## config.mk

```make
export PLATFORM = sky130hd
export DESIGN_NAME = cam_window_capture_flat
export DESIGN_NICKNAME = d
export VERILOG_FILES = /design/src/rtl/cam_pkg.sv /design/src/rtl/cam_window_capture_if.sv /design/src/rtl/cam_window_ctx.sv /design/src/rtl/cam_window_capture.sv /design/src/flat_wrapper.sv
export SDC_FILE = /design/constraint.sdc
export NUM_CORES = 1
export LEC_CHECK = 0
export ABC_AREA = 1
export CAP_MARGIN = 25
export CORE_AREA = 5 5 122 181
export DETAILED_ROUTE_END_ITERATION = 12
export DIE_AREA = 0 0 127 186
export PLACE_DENSITY = 0.82
export REMOVE_ABC_BUFFERS = 1
export SLEW_MARGIN = 10
export SYNTH_ARGS = -nofsm -noshare
export SYNTH_HDL_FRONTEND = slang
export SYNTH_HIERARCHICAL = 1
export SYNTH_SLANG_ARGS = --single-unit
```

## constraint.sdc

```tcl
create_clock -name pclk -period 4.2 [get_ports pclk]
set_clock_uncertainty 0.1 [all_clocks]
set_input_delay 0.84 -clock pclk [delete_from_list [all_inputs] [get_ports pclk]]
set_output_delay 0.84 -clock pclk [all_outputs]
set_load 0.01 [all_outputs]
```

## src/rtl/cam_pkg.sv

```systemverilog
// Shared constants for the camera capture stage.
// Holds the default camera bus geometry, the width of the per-window
// decimation field and the stereo display/calc window coordinates that the
// integrating level programs into the capture windows.
package cam_pkg;

    // Default camera bus and counter geometry.
    localparam int unsigned CAM_DATA_W  = 3;
    localparam int unsigned CAM_X_W     = 10;
    localparam int unsigned CAM_Y_W     = 9;
    localparam int unsigned CAM_PHASES  = 2;
    localparam int unsigned CAM_NUM_WIN = 2;
    localparam int unsigned CAM_ADDR_W  = 16;
    localparam int unsigned CAM_DEPTH   = 10000;

    // Packed-slice helpers: window k of a packed config bus lives at k*<W> +: <W>.
    localparam int unsigned DECIM_W  = 2;
    localparam int unsigned WIN_DISP = 0;
    localparam int unsigned WIN_CALC = 1;

    // Stereo display window (inclusive bounds).
    localparam int unsigned DISP_X0 = 270;
    localparam int unsigned DISP_X1 = 369;
    localparam int unsigned DISP_Y0 = 190;
    localparam int unsigned DISP_Y1 = 289;

    // Distance-calculation window (inclusive bounds).
    localparam int unsigned CALC_X0 = 318;
    localparam int unsigned CALC_X1 = 396;
    localparam int unsigned CALC_Y0 = 238;
    localparam int unsigned CALC_Y1 = 253;

endpackage

```

## src/rtl/cam_window_capture_if.sv

```systemverilog
// Bus bundle between the camera source / window configuration and the
// capture stage, plus the per-window RAM write ports.
//   master : drives vsync/href/d and win_* config, receives write ports/flags
//   slave  : the capture stage
interface cam_window_capture_if
    import cam_pkg::*;
#(
    parameter int unsigned DATA_W  = CAM_DATA_W,
    parameter int unsigned X_W     = CAM_X_W,
    parameter int unsigned Y_W     = CAM_Y_W,
    parameter int unsigned NUM_WIN = CAM_NUM_WIN,
    parameter int unsigned ADDR_W  = CAM_ADDR_W
) ();

    // Camera pixel bus
    logic                        vsync;
    logic                        href;
    logic [DATA_W-1:0]           d;

    // Window configuration, window k in slice k
    logic [NUM_WIN-1:0]          win_en;
    logic [NUM_WIN*X_W-1:0]      win_x0;
    logic [NUM_WIN*X_W-1:0]      win_x1;
    logic [NUM_WIN*Y_W-1:0]      win_y0;
    logic [NUM_WIN*Y_W-1:0]      win_y1;
    logic [NUM_WIN*DECIM_W-1:0]  win_decim;

    // Per-window RAM write ports and status
    logic [NUM_WIN*DATA_W-1:0]   wr_data;
    logic [NUM_WIN*ADDR_W-1:0]   wr_addr;
    logic [NUM_WIN-1:0]          wr_en;
    logic [NUM_WIN-1:0]          frame_done;
    logic [NUM_WIN-1:0]          overflow;

    modport master (
        output vsync, href, d, win_en, win_x0, win_x1, win_y0, win_y1, win_decim,
        input  wr_data, wr_addr, wr_en, frame_done, overflow
    );

    modport slave (
        input  vsync, href, d, win_en, win_x0, win_x1, win_y0, win_y1, win_decim,
        output wr_data, wr_addr, wr_en, frame_done, overflow
    );

endinterface

```

## src/rtl/cam_window_ctx.sv

```systemverilog
// One capture window: shadowed configuration, hit compare with decimation,
// bounded write-address counter, sticky overflow and frame-done pulse.
// Ports:
//   pclk, resetn        clock, async active-low reset
//   vsync_i/_rise_i     frame blanking level and its rising edge
//   href_fall_i         end of the current line
//   pix_strobe_i        a pixel completes this cycle
//   x_i, y_i, d_i       coordinates and data of that pixel
//   en_i .. decim_i     live window config (sampled only during vsync)
//   wr_*_o, frame_done_o, overflow_o  registered write port and flags
module cam_window_ctx
    import cam_pkg::*;
#(
    parameter int unsigned DATA_W = CAM_DATA_W,
    parameter int unsigned X_W    = CAM_X_W,
    parameter int unsigned Y_W    = CAM_Y_W,
    parameter int unsigned ADDR_W = CAM_ADDR_W,
    parameter int unsigned DEPTH  = CAM_DEPTH
) (
    input  logic               pclk,
    input  logic               resetn,
    input  logic               vsync_i,
    input  logic               vsync_rise_i,
    input  logic               href_fall_i,
    input  logic               pix_strobe_i,
    input  logic [X_W-1:0]     x_i,
    input  logic [Y_W-1:0]     y_i,
    input  logic [DATA_W-1:0]  d_i,
    input  logic               en_i,
    input  logic [X_W-1:0]     x0_i,
    input  logic [X_W-1:0]     x1_i,
    input  logic [Y_W-1:0]     y0_i,
    input  logic [Y_W-1:0]     y1_i,
    input  logic [DECIM_W-1:0] decim_i,
    output logic [DATA_W-1:0]  wr_data_o,
    output logic [ADDR_W-1:0]  wr_addr_o,
    output logic               wr_en_o,
    output logic               frame_done_o,
    output logic               overflow_o
);

    // One extra bit so DEPTH == 2**ADDR_W still compares correctly.
    localparam logic [ADDR_W:0] DEPTH_C = (ADDR_W + 1)'(DEPTH);

    logic               en_q;
    logic [X_W-1:0]     x0_q, x1_q;
    logic [Y_W-1:0]     y0_q, y1_q;
    logic [DECIM_W-1:0] decim_q;

    logic [ADDR_W:0]    next_addr_q, next_addr_d;
    logic [ADDR_W-1:0]  wr_addr_q, wr_addr_d;
    logic [DATA_W-1:0]  wr_data_q, wr_data_d;
    logic               wr_en_q, wr_en_d;
    logic               done_q, done_d;
    logic               ovf_q, ovf_d;

    logic [2:0]         dmask;
    logic [2:0]         dx_lo, dy_lo;
    logic               in_box, on_grid, hit, bounds_ok;

    // Shadow config: tracks the inputs while blanking, frozen during video.
    always_ff @(posedge pclk or negedge resetn) begin
        if (!resetn) begin
            en_q    <= 1'b0;
            x0_q    <= '0;
            x1_q    <= '0;
            y0_q    <= '0;
            y1_q    <= '0;
            decim_q <= '0;
        end else if (vsync_i) begin
            en_q    <= en_i;
            x0_q    <= x0_i;
            x1_q    <= x1_i;
            y0_q    <= y0_i;
            y1_q    <= y1_i;
            decim_q <= decim_i;
        end
    end

    always_comb begin
        dmask = 3'b000;
        unique case (decim_q)
            2'd0: dmask = 3'b000;
            2'd1: dmask = 3'b001;
            2'd2: dmask = 3'b011;
            2'd3: dmask = 3'b111;
        endcase
    end

    // Offset residues only need the low bits of the difference.
    assign dx_lo     = x_i[2:0] - x0_q[2:0];
    assign dy_lo     = y_i[2:0] - y0_q[2:0];
    assign in_box    = (x_i >= x0_q) && (x_i <= x1_q) && (y_i >= y0_q) && (y_i <= y1_q);
    assign on_grid   = ((dx_lo & dmask) == 3'b000) && ((dy_lo & dmask) == 3'b000);
    assign hit       = en_q && !vsync_i && pix_strobe_i && in_box && on_grid;
    assign bounds_ok = (x0_q <= x1_q) && (y0_q <= y1_q);

    always_comb begin
        next_addr_d = next_addr_q;
        wr_addr_d   = wr_addr_q;
        wr_data_d   = wr_data_q;
        wr_en_d     = 1'b0;
        ovf_d       = ovf_q;

        if (vsync_i) begin
            next_addr_d = '0;
        end else if (hit) begin
            if (next_addr_q < DEPTH_C) begin
                wr_en_d     = 1'b1;
                wr_addr_d   = next_addr_q[ADDR_W-1:0];
                wr_data_d   = d_i;
                next_addr_d = next_addr_q + 1'b1;
            end else begin
                ovf_d = 1'b1;
            end
        end
        if (vsync_rise_i) begin
            ovf_d = 1'b0;
        end

        // A saturated y never advances past y1, so it cannot complete the window.
        done_d = en_q && bounds_ok && !vsync_i && href_fall_i && (y_i == y1_q) && (y1_q != '1);
    end

    always_ff @(posedge pclk or negedge resetn) begin
        if (!resetn) begin
            next_addr_q <= '0;
            wr_addr_q   <= '0;
            wr_data_q   <= '0;
            wr_en_q     <= 1'b0;
            done_q      <= 1'b0;
            ovf_q       <= 1'b0;
        end else begin
            next_addr_q <= next_addr_d;
            wr_addr_q   <= wr_addr_d;
            wr_data_q   <= wr_data_d;
            wr_en_q     <= wr_en_d;
            done_q      <= done_d;
            ovf_q       <= ovf_d;
        end
    end

    assign wr_data_o    = wr_data_q;
    assign wr_addr_o    = wr_addr_q;
    assign wr_en_o      = wr_en_q;
    assign frame_done_o = done_q;
    assign overflow_o   = ovf_q;

endmodule

```

## src/rtl/cam_window_capture.sv

```systemverilog
// Camera-to-buffer capture stage with NUM_WIN independent rectangular windows.
// Tracks the byte phase within a pixel and the x/y position of the pixel being
// assembled, then fans the pixel out to one cam_window_ctx per window.
// Ports:
//   pclk    camera pixel clock (sole clock)
//   resetn  asynchronous active-low reset
//   cam_io  camera bus, window config, per-window write ports and flags
module cam_window_capture
    import cam_pkg::*;
#(
    parameter int unsigned DATA_W  = CAM_DATA_W,
    parameter int unsigned X_W     = CAM_X_W,
    parameter int unsigned Y_W     = CAM_Y_W,
    parameter int unsigned NUM_WIN = CAM_NUM_WIN,
    parameter int unsigned ADDR_W  = CAM_ADDR_W,
    parameter int unsigned DEPTH   = CAM_DEPTH,
    parameter int unsigned PHASES  = CAM_PHASES
) (
    input  logic                 pclk,
    input  logic                 resetn,
    cam_window_capture_if.slave  cam_io
);

    localparam int unsigned      PH_W    = (PHASES > 1) ? $clog2(PHASES) : 1;
    localparam logic [PH_W-1:0]  PH_LAST = PH_W'(PHASES - 1);

    logic [PH_W-1:0] phase_q, phase_d;
    logic [X_W-1:0]  x_q, x_d;
    logic [Y_W-1:0]  y_q, y_d;
    logic            href_q;
    logic            vsync_q;
    logic            pix_strobe, href_fall, vsync_rise;

    assign pix_strobe = cam_io.href && (phase_q == PH_LAST);
    assign href_fall  = href_q && !cam_io.href;
    assign vsync_rise = cam_io.vsync && !vsync_q;

    always_comb begin
        phase_d = phase_q + 1'b1;
        if (!cam_io.href || pix_strobe) begin
            phase_d = '0;
        end

        x_d = x_q;
        y_d = y_q;
        if (cam_io.vsync) begin
            x_d = '0;
            y_d = '0;
        end else if (href_fall) begin
            x_d = '0;
            if (y_q != '1) begin
                y_d = y_q + 1'b1;
            end
        end else if (pix_strobe) begin
            // x wraps silently on over-long lines.
            x_d = x_q + 1'b1;
        end
    end

    always_ff @(posedge pclk or negedge resetn) begin
        if (!resetn) begin
            phase_q <= '0;
            x_q     <= '0;
            y_q     <= '0;
            href_q  <= 1'b0;
            vsync_q <= 1'b0;
        end else begin
            phase_q <= phase_d;
            x_q     <= x_d;
            y_q     <= y_d;
            href_q  <= cam_io.href;
            vsync_q <= cam_io.vsync;
        end
    end

    for (genvar k = 0; k < NUM_WIN; k++) begin : g_win
        cam_window_ctx #(
            .DATA_W (DATA_W),
            .X_W    (X_W),
            .Y_W    (Y_W),
            .ADDR_W (ADDR_W),
            .DEPTH  (DEPTH)
        ) u_ctx (
            .pclk         (pclk),
            .resetn       (resetn),
            .vsync_i      (cam_io.vsync),
            .vsync_rise_i (vsync_rise),
            .href_fall_i  (href_fall),
            .pix_strobe_i (pix_strobe),
            .x_i          (x_q),
            .y_i          (y_q),
            .d_i          (cam_io.d),
            .en_i         (cam_io.win_en[k]),
            .x0_i         (cam_io.win_x0[k*X_W +: X_W]),
            .x1_i         (cam_io.win_x1[k*X_W +: X_W]),
            .y0_i         (cam_io.win_y0[k*Y_W +: Y_W]),
            .y1_i         (cam_io.win_y1[k*Y_W +: Y_W]),
            .decim_i      (cam_io.win_decim[k*DECIM_W +: DECIM_W]),
            .wr_data_o    (cam_io.wr_data[k*DATA_W +: DATA_W]),
            .wr_addr_o    (cam_io.wr_addr[k*ADDR_W +: ADDR_W]),
            .wr_en_o      (cam_io.wr_en[k]),
            .frame_done_o (cam_io.frame_done[k]),
            .overflow_o   (cam_io.overflow[k])
        );
    end

endmodule

```

## src/flat_wrapper.sv

```systemverilog
// flat-port wrapper written by rule: the top's interface ports become plain ports
module cam_window_capture_flat import cam_pkg::*;
#(
    parameter int unsigned DATA_W  = CAM_DATA_W,
    parameter int unsigned X_W     = CAM_X_W,
    parameter int unsigned Y_W     = CAM_Y_W,
    parameter int unsigned NUM_WIN = CAM_NUM_WIN,
    parameter int unsigned ADDR_W  = CAM_ADDR_W,
    parameter int unsigned DEPTH   = CAM_DEPTH,
    parameter int unsigned PHASES  = CAM_PHASES
)
  (pclk, resetn, cam_io_vsync, cam_io_href, cam_io_d, cam_io_win_en, cam_io_win_x0, cam_io_win_x1, cam_io_win_y0, cam_io_win_y1, cam_io_win_decim, cam_io_wr_data, cam_io_wr_addr, cam_io_wr_en, cam_io_frame_done, cam_io_overflow);
  cam_window_capture_if #(.DATA_W(DATA_W), .X_W(X_W), .Y_W(Y_W), .NUM_WIN(NUM_WIN), .ADDR_W(ADDR_W)) cam_io_i ();
  input  logic pclk;
  input  logic resetn;
  input wire logic [$bits(cam_io_i.vsync)-1:0] cam_io_vsync;
  input wire logic [$bits(cam_io_i.href)-1:0] cam_io_href;
  input wire logic [$bits(cam_io_i.d)-1:0] cam_io_d;
  input wire logic [$bits(cam_io_i.win_en)-1:0] cam_io_win_en;
  input wire logic [$bits(cam_io_i.win_x0)-1:0] cam_io_win_x0;
  input wire logic [$bits(cam_io_i.win_x1)-1:0] cam_io_win_x1;
  input wire logic [$bits(cam_io_i.win_y0)-1:0] cam_io_win_y0;
  input wire logic [$bits(cam_io_i.win_y1)-1:0] cam_io_win_y1;
  input wire logic [$bits(cam_io_i.win_decim)-1:0] cam_io_win_decim;
  output wire logic [$bits(cam_io_i.wr_data)-1:0] cam_io_wr_data;
  output wire logic [$bits(cam_io_i.wr_addr)-1:0] cam_io_wr_addr;
  output wire logic [$bits(cam_io_i.wr_en)-1:0] cam_io_wr_en;
  output wire logic [$bits(cam_io_i.frame_done)-1:0] cam_io_frame_done;
  output wire logic [$bits(cam_io_i.overflow)-1:0] cam_io_overflow;
  assign cam_io_i.vsync = cam_io_vsync;
  assign cam_io_i.href = cam_io_href;
  assign cam_io_i.d = cam_io_d;
  assign cam_io_i.win_en = cam_io_win_en;
  assign cam_io_i.win_x0 = cam_io_win_x0;
  assign cam_io_i.win_x1 = cam_io_win_x1;
  assign cam_io_i.win_y0 = cam_io_win_y0;
  assign cam_io_i.win_y1 = cam_io_win_y1;
  assign cam_io_i.win_decim = cam_io_win_decim;
  assign cam_io_wr_data = cam_io_i.wr_data;
  assign cam_io_wr_addr = cam_io_i.wr_addr;
  assign cam_io_wr_en = cam_io_i.wr_en;
  assign cam_io_frame_done = cam_io_i.frame_done;
  assign cam_io_overflow = cam_io_i.overflow;
  cam_window_capture #(.DATA_W(DATA_W), .X_W(X_W), .Y_W(Y_W), .NUM_WIN(NUM_WIN), .ADDR_W(ADDR_W), .DEPTH(DEPTH), .PHASES(PHASES)) u_core (.pclk(pclk), .resetn(resetn), .cam_io(cam_io_i));
endmodule
```

Word level (Yosys, flattened, before mapping)
Index checks and enable logic that the tools add are counted.
{"block": "word_totals", "register_bits": 182, "latchBits": 0, "ram_bits": 0, "mem_bits_ro": 0, "output_inout_bits": 44, "word_cells": 157, "memories": 0}
{"block": "classes", "add_sub_neg": 9, "multipliers": 0, "div": 0, "n_lt_le_gt_ge": 14, "n_eq_ne": 14, "shift": 0, "muxes": 29, "bitwise": 5, "reduce_logical": 57}
{"cell": "two-way mux 17 bit", "n": 6}
{"cell": "<= comparator 10 bit", "n": 4}
{"cell": "<= comparator 9 bit", "n": 4}
{"cell": "adder 17 x 1 -> 17 bit (second input constant)", "n": 2}
{"cell": "less-than comparator 17 x 14 -> 1 bit (second input constant)", "n": 2}
{"cell": "logical AND 1 bit", "n": 31}
{"cell": "two-way mux 10 bit", "n": 3}
{"cell": "two-way mux 9 bit", "n": 3}
{"cell": "!= test 9 bit (second input constant)", "n": 3}
{"cell": "case mux 3 bit (4 select lines)", "n": 2}
{"cell": "greater-or-equal comparator 10 bit", "n": 2}
{"cell": "equality test 9 bit", "n": 2}
{"cell": "greater-or-equal comparator 9 bit", "n": 2}
{"cell": "nonzero test 2 bit", "n": 8}
{"cell": "two-way mux 1 bit", "n": 15}
{"cell": "AND 3 bit", "n": 4}
{"cell": "zero test 3 bit", "n": 4}
{"cell": "AND reduction 3 bit", "n": 4}
{"cell": "subtractor 3 bit", "n": 4}
{"cell": "adder 10 x 1 -> 10 bit (second input constant)", "n": 1}
{"cell": "adder 9 x 1 -> 9 bit (second input constant)", "n": 1}
{"cell": "equality test 2 bit (second input constant)", "n": 4}
{"cell": "AND reduction 2 bit", "n": 3}
{"cell": "equality test 2 x 1 -> 1 bit (second input constant)", "n": 2}
{"cell": "8 further kinds", "n": 12}

Logic depth before layout (Yosys ltp)
{"block": "depth", "word_depth": 9, "depth_mapped": 18, "ltp_nobuf": 17}

Hierarchy
The synthesis kept the hierarchy.
{"module": "cam_window_ctx (u_core.g_win[1].u_ctx)", "n_inst": 1, "cells_each": 619, "area_per_inst_um2": 4949.7}
{"module": "cam_window_ctx (u_core.g_win[0].u_ctx)", "n_inst": 1, "cells_each": 614, "area_per_inst_um2": 4879.7}
{"module": "cam_window_capture", "n_inst": 1, "cells_each": 137, "area_per_inst_um2": 1124.8}

Least setup slack after synthesis
OpenSTA, ideal clock, no wires.
{"block": "synth_path", "path_type": "reg-to-reg", "start": "reg u_core.x_q[0]", "end": "reg u_core.g_win[1].u_ctx.next_addr_q[11]", "t_arrival_ns": 2.150, "required_time_ns": 3.983, "slack_ns": 1.833, "path_stages_with_launch": 19, "path_buffers": 2, "period_less_slack_ns": 2.367, "cell_sequence": "dfrtp_1 > inv_1 > ha_1 > inv_1 > fa_1 > inv_1 > nand2_1 > nand2_1 > nand2_1 > nand2_1 > nand2_1 > a21oi_2 > nand3_1 > nor2_2 > nand3_2 > buf_6 > buf_6 > nand3_2 > nand2_1"}
{"block": "synth_via", "elab_chain_len": 8}
{"element": "from (decl)", "line_no": "cam_window_capture.sv:28", "text": "logic [X_W-1:0] x_q, x_d;"}
{"element": "from (signal assigned)", "line_no": "cam_window_capture.sv:63", "text": "x_q <= '0;"}
{"element": "from (signal assigned)", "line_no": "cam_window_capture.sv:69", "text": "x_q <= x_d;"}
{"element": "greater-or-equal comparator 10 bit or <= comparator 10 bit (tied branches)", "line_no": "cam_window_ctx.sv:93", "text": "assign in_box = (x_i >= x0_q) && (x_i <= x1_q) && (y_i >= y0_q) && (y_i <= y1_q);"}
{"element": "logical AND 1 bit (3 in a row)", "line_no": "cam_window_ctx.sv:93"}
{"element": "logical AND 1 bit", "line_no": "cam_window_ctx.sv:95", "text": "assign hit = en_q && !vsync_i && pix_strobe_i && in_box && on_grid;"}
{"element": "logical AND 1 bit (*)", "line_no": "cam_window_ctx.sv:95"}
{"element": "nonzero test 2 bit (no source line) (*)"}
{"element": "AND reduction 2 bit (no source line) (*)"}
{"element": "to (signal assigned)", "line_no": "cam_window_ctx.sv:134", "text": "next_addr_q <= next_addr_d;"}
{"element": "to (decl)", "line_no": "cam_window_ctx.sv:50", "text": "logic [ADDR_W:0] next_addr_q, next_addr_d;"}
Every way passes the cells marked *; elsewhere a longest branch is shown, timed or not.
A chain may end at the register's enable or synchronous reset.

Worst setup path after layout
{"block": "layout_path", "start": "in cam_io_href", "end": "reg u_core.g_win[1].u_ctx.wr_addr_q[12]"}
{"block": "layout_via", "elab_chain_len": 5}
{"element": "from (decl)", "line_no": "flat_wrapper.sv:17", "text": "input wire logic [$bits(cam_io_i.href)-1:0] cam_io_href;"}
{"element": "logical AND 1 bit", "line_no": "cam_window_capture.sv:34", "text": "assign pix_strobe = cam_io.href && (phase_q == PH_LAST);"}
{"element": "named net u_core.pix_strobe", "line_no": "cam_window_capture.sv:32", "text": "logic pix_strobe, href_fall, vsync_rise;"}
{"element": "logical AND 1 bit (3 in a row)", "line_no": "cam_window_ctx.sv:95"}
{"element": "AND reduction 3 bit (no source line)"}
{"element": "to (signal assigned)", "line_no": "cam_window_ctx.sv:135", "text": "wr_addr_q <= wr_addr_d;"}
{"element": "to (decl)", "line_no": "cam_window_ctx.sv:51", "text": "logic [ADDR_W-1:0] wr_addr_q, wr_addr_d;"}
The timed path passes the listed nets, and every way through them passes these cells.

==> results.md <==
* Leak Pwr at 6.84 nW
* Die extent in y at 186 µm
* Largest net degree at the start of global routing at 172
* Clock latency at the later pin of the worst-skew pair at 0.44 ns
* RSZ-0062 raised after global routing: false
* Post-synthesis sequential area ratio at 41.6%
* Peak supply drop at 0.278 mV
* Area of the multi-input gates at ~5400 µm²
* Synthesis-to-layout area growth at 19.8%
* CTS Sinks at approximately 180
* Grt total ovfl at 0
* Critical Path Fanout Max at 22
* FF-to-FF setup slack at 1.12 ns
* Most numerous cell in the Yosys netlist: nand2_1
* Fin crit period at ~3.2 ns
* Max Transition Viols Final at 0
* CTS tree: built
* Core Footprint at roughly 20000 µm²
* Die Wd at approximately 130 µm
* Cts repair resizes at 0
* Crit path DAT at around 3.4 ns
* Root Driver: clkbuf_16
* Vias in the first global route at about 9300
* Number of synthesized flops with an enable pin at 0
* HP Class: reg2reg
* Startpoint Class: input pin
* Share of layout cells above drive strength 1 at roughly 5.4%
* Worst slew pin tran at 0.821 ns
* Mapped Area at 11000 µm²
* Critical Path RT at 4.41 ns
* Routed len/inst at between 10 and 15 µm
* Critical R2R Capture: u_core/g_win[0].u_ctx/next_addr_q[2]
* RD Place Congestion at 0.891
* Post-route DRC violation count at 0
* Slew headroom at 45.3%
* Avg Cell Area, Syn at 8.00 µm²
* HPWL after detailed placement at roughly 19000 µm
* Num CTS Buffers at 17
* Cells after Synth at 1370
* Total negative setup slack at 0 ns
* # IOs at between 100 and 150
* CTS H-tree lvls at 4
* Peak Freq at ~0.31 GHz
* Outcome: complete, no violations
* Synth Flop Type: dfrtp_1
* Total wire length at 25500 µm
* Cell taking the most area after synthesis: dfrtp_1
* Clock Pin Slew Worst Setup and Hold Paths at about 0.070 ns
* Vias/cell at about 5.3
* N_diodes at 0
* Fillers at 1776
* Fin crit share at 75.9%
* Final setup viols at 0
* CP Class: in2reg
* Starting DRT DRC Count at 615
* Hold buffers post-CTS at 0
* Postcts setup bufs at 0
* Final Hold Fails at 0
* Synth top area share at 41.6%
* Register bit count reported by yosys at ~180
* Initial antenna violation count at 0
* Hold Path Depth at 1
* Final ANT Viol Nets at 0
* Layout Nets at 1706
* Dominant cells by area after synthesis: dfrtp_1 (42%), ha_1 (14%), nand2_1 (13%)
* IO Port Bufs at 132
* Yosys warning total at 6
* Placed Cells at 1739
* R2R depth at 17
* Power per cell area at between 300 and 400 nW/µm²
* Finished Layout Cells at 1771
* Share of flip-flops with an asynchronous set or reset at 100%
* First-pass GRT wire length at 42500 µm
* Initial core utilization at 53.9%
* Via count at 9304
* Die ar. at 23600 µm²
* Commonest cells in the netlist: nand2_1 (368), inv_1 (200), dfrtp_1 (182)
* Reg-to-Reg Start: u_core/y_q[0]
* GRT Util Overall at ~22%
* Max_cap viols at 0
* Hold path startpoint: u_core/phase_q
* Endpoint, Worst Hold: u_core/phase_q
* Detailed Routing Iterations Pass 1 at 5
* Clock Tree Buf Depth at 2
* # rows at 64
* CP endpoint kind: flip-flop
* Synth unique cells at 44
* FF+latch area at 4550 µm²
* Pwr Total at between 4 and 5 mW
## placed cells by master, fill, tap and decap left out, types with 3 or more instances in the layout
| cell | n |
|---|---|
| nand2_1 | 368 |
| inv_1 | 200 |
| dfrtp_1 | 182 |
| clkdlybuf4s50_1 | 130 |
| ha_1 | 119 |
| o21ai_0 | 95 |
| nor2_1 | 84 |
| nand3_1 | 65 |
| a21oi_1 | 55 |
| nand4_1 | 48 |
| xor2_1 | 21 |
| nor3_1 | 19 |
| clkbuf_16 | 17 |
| nand3_2 | 13 |
| o21ai_1 | 10 |
| buf_4 | 8 |
| inv_2 | 5 |
| inv_6 | 4 |
| nor2_2 | 4 |
| fa_1 | 4 |
| inv_8 | 3 |
| nor2_4 | 3 |
| and3_1 | 3 |
| nand2_2 | 3 |
| a21o_1 | 3 |
| o31ai_1 | 3 |
| nand3b_1 | 3 |
| o21a_1 | 3 |
## state kept, by name (all words and copies together), names as in the netlist, 2 cells and up
signal / count
u_core/g_win.u_ctx/overflow_o: 2
u_core/g_win.u_ctx/wr_data_o: 6
u_core/g_win.u_ctx/y1_q: 18
u_core/g_win.u_ctx/decim_q: 4
u_core/g_win.u_ctx/x1_q: 20
u_core/g_win.u_ctx/en_q: 2
u_core/g_win.u_ctx/frame_done_o: 2
u_core/g_win.u_ctx/wr_en_o: 2
u_core/g_win.u_ctx/x0_q: 20
u_core/x_q: 10
u_core/g_win.u_ctx/next_addr_q: 34
u_core/g_win.u_ctx/wr_addr_o: 32
u_core/y_q: 9
u_core/g_win.u_ctx/y0_q: 18
## area by class of cell
type	count	share of cell area, %
Tap cell	264	2.52
Timing Repair Buffer	141	10.8
Clock buffer	18	3.35
Sequential cell	182	34.7
Multi-Input combinational cell	943	41.4
Inverter	209	6.01
Clock inverter	14	1.27
## cell families (layout without fill, tap and decap cells)
kind of cell	Yosys count	count (layout)	share of synthesized area [%]
fa+ha+maj	123	123	14.3
compound gates	174	174	8.32
buf+inv	245	382	8.86
flops	182	182	41.6
simple gates	623	623	25.1
xor+xnor	23	23	1.84
## per-stage QoR
stage          instance area [µm²]  util [%]  setup slack [ns]  hold WS (ns)
2_1_floorplan                10800         -              1.30         0.301
3_3_place_gp                 12500      61.5             0.713         0.313
3_5_place_dp                 12500      61.5             0.605         0.319
4_1_cts                      13100      64.5              1.06         0.329
5_1_grt                      13100      64.5             0.788         0.355
6_report                     13100      64.5              1.01         0.331
## report_power, final
| part | internal, mW | switching, mW | total [mW] | leakage (nW) |
|---|---|---|---|---|
| Combinational | 0.299 | 0.438 | 0.737 | 4.19 |
| Clock | 0.913 | 0.737 | 1.65 | 0.294 |
| Sequential | 1.84 | 0.0695 | 1.91 | 2.36 |
## how the worst max path moves through the flow
stage | startpoint | endpoint | slack (ns) | cells after the start
2_1_floorplan | cam_io_vsync | u_core/g_win[1].u_ctx/wr_addr_o[10] | 1.30 | 10
3_3_place_gp | cam_io_href | u_core/g_win[1].u_ctx/wr_addr_o[7] | 0.71 | 12
3_5_place_dp | cam_io_href | u_core/g_win[1].u_ctx/wr_addr_o[12] | 0.60 | 12
4_1_cts | cam_io_href | u_core/g_win[1].u_ctx/wr_addr_o[12] | 1.06 | 12
5_1_grt | u_core/y_q[0] | u_core/g_win[0].u_ctx/next_addr_q[0] | 0.79 | 17
6_report | cam_io_href | u_core/g_win[1].u_ctx/wr_addr_o[12] | 1.01 | 12
## worst max-delay path, stage by stage
cell and delay, ns:
clkdlybuf4s50_1 0.58, nand2_1 0.18, inv_1 0.18, nand3_2 0.11, or2_0 0.24, a21oi_2 0.13
nand3_1 0.09, nor2_2 0.12, nand3_2 0.39, buf_4 0.39, nand2_1 0.08, o21ai_0 0.07
## layer usage
| layer | track usage (%) | up-vias | share of wire (%) |
|---|---|---|---|
| met5 | 0 | - | 0 |
| met4 | 11.0 | 0 | 3.8 |
| met3 | 3.39 | 66 | 4.4 |
| met2 | 40.9 | 242 | 52 |
| met1 | 24.8 | 4315 | 40 |
| li1 | - | 4681 | - |
Note: power is estimated with default switching activity, not from simulation.
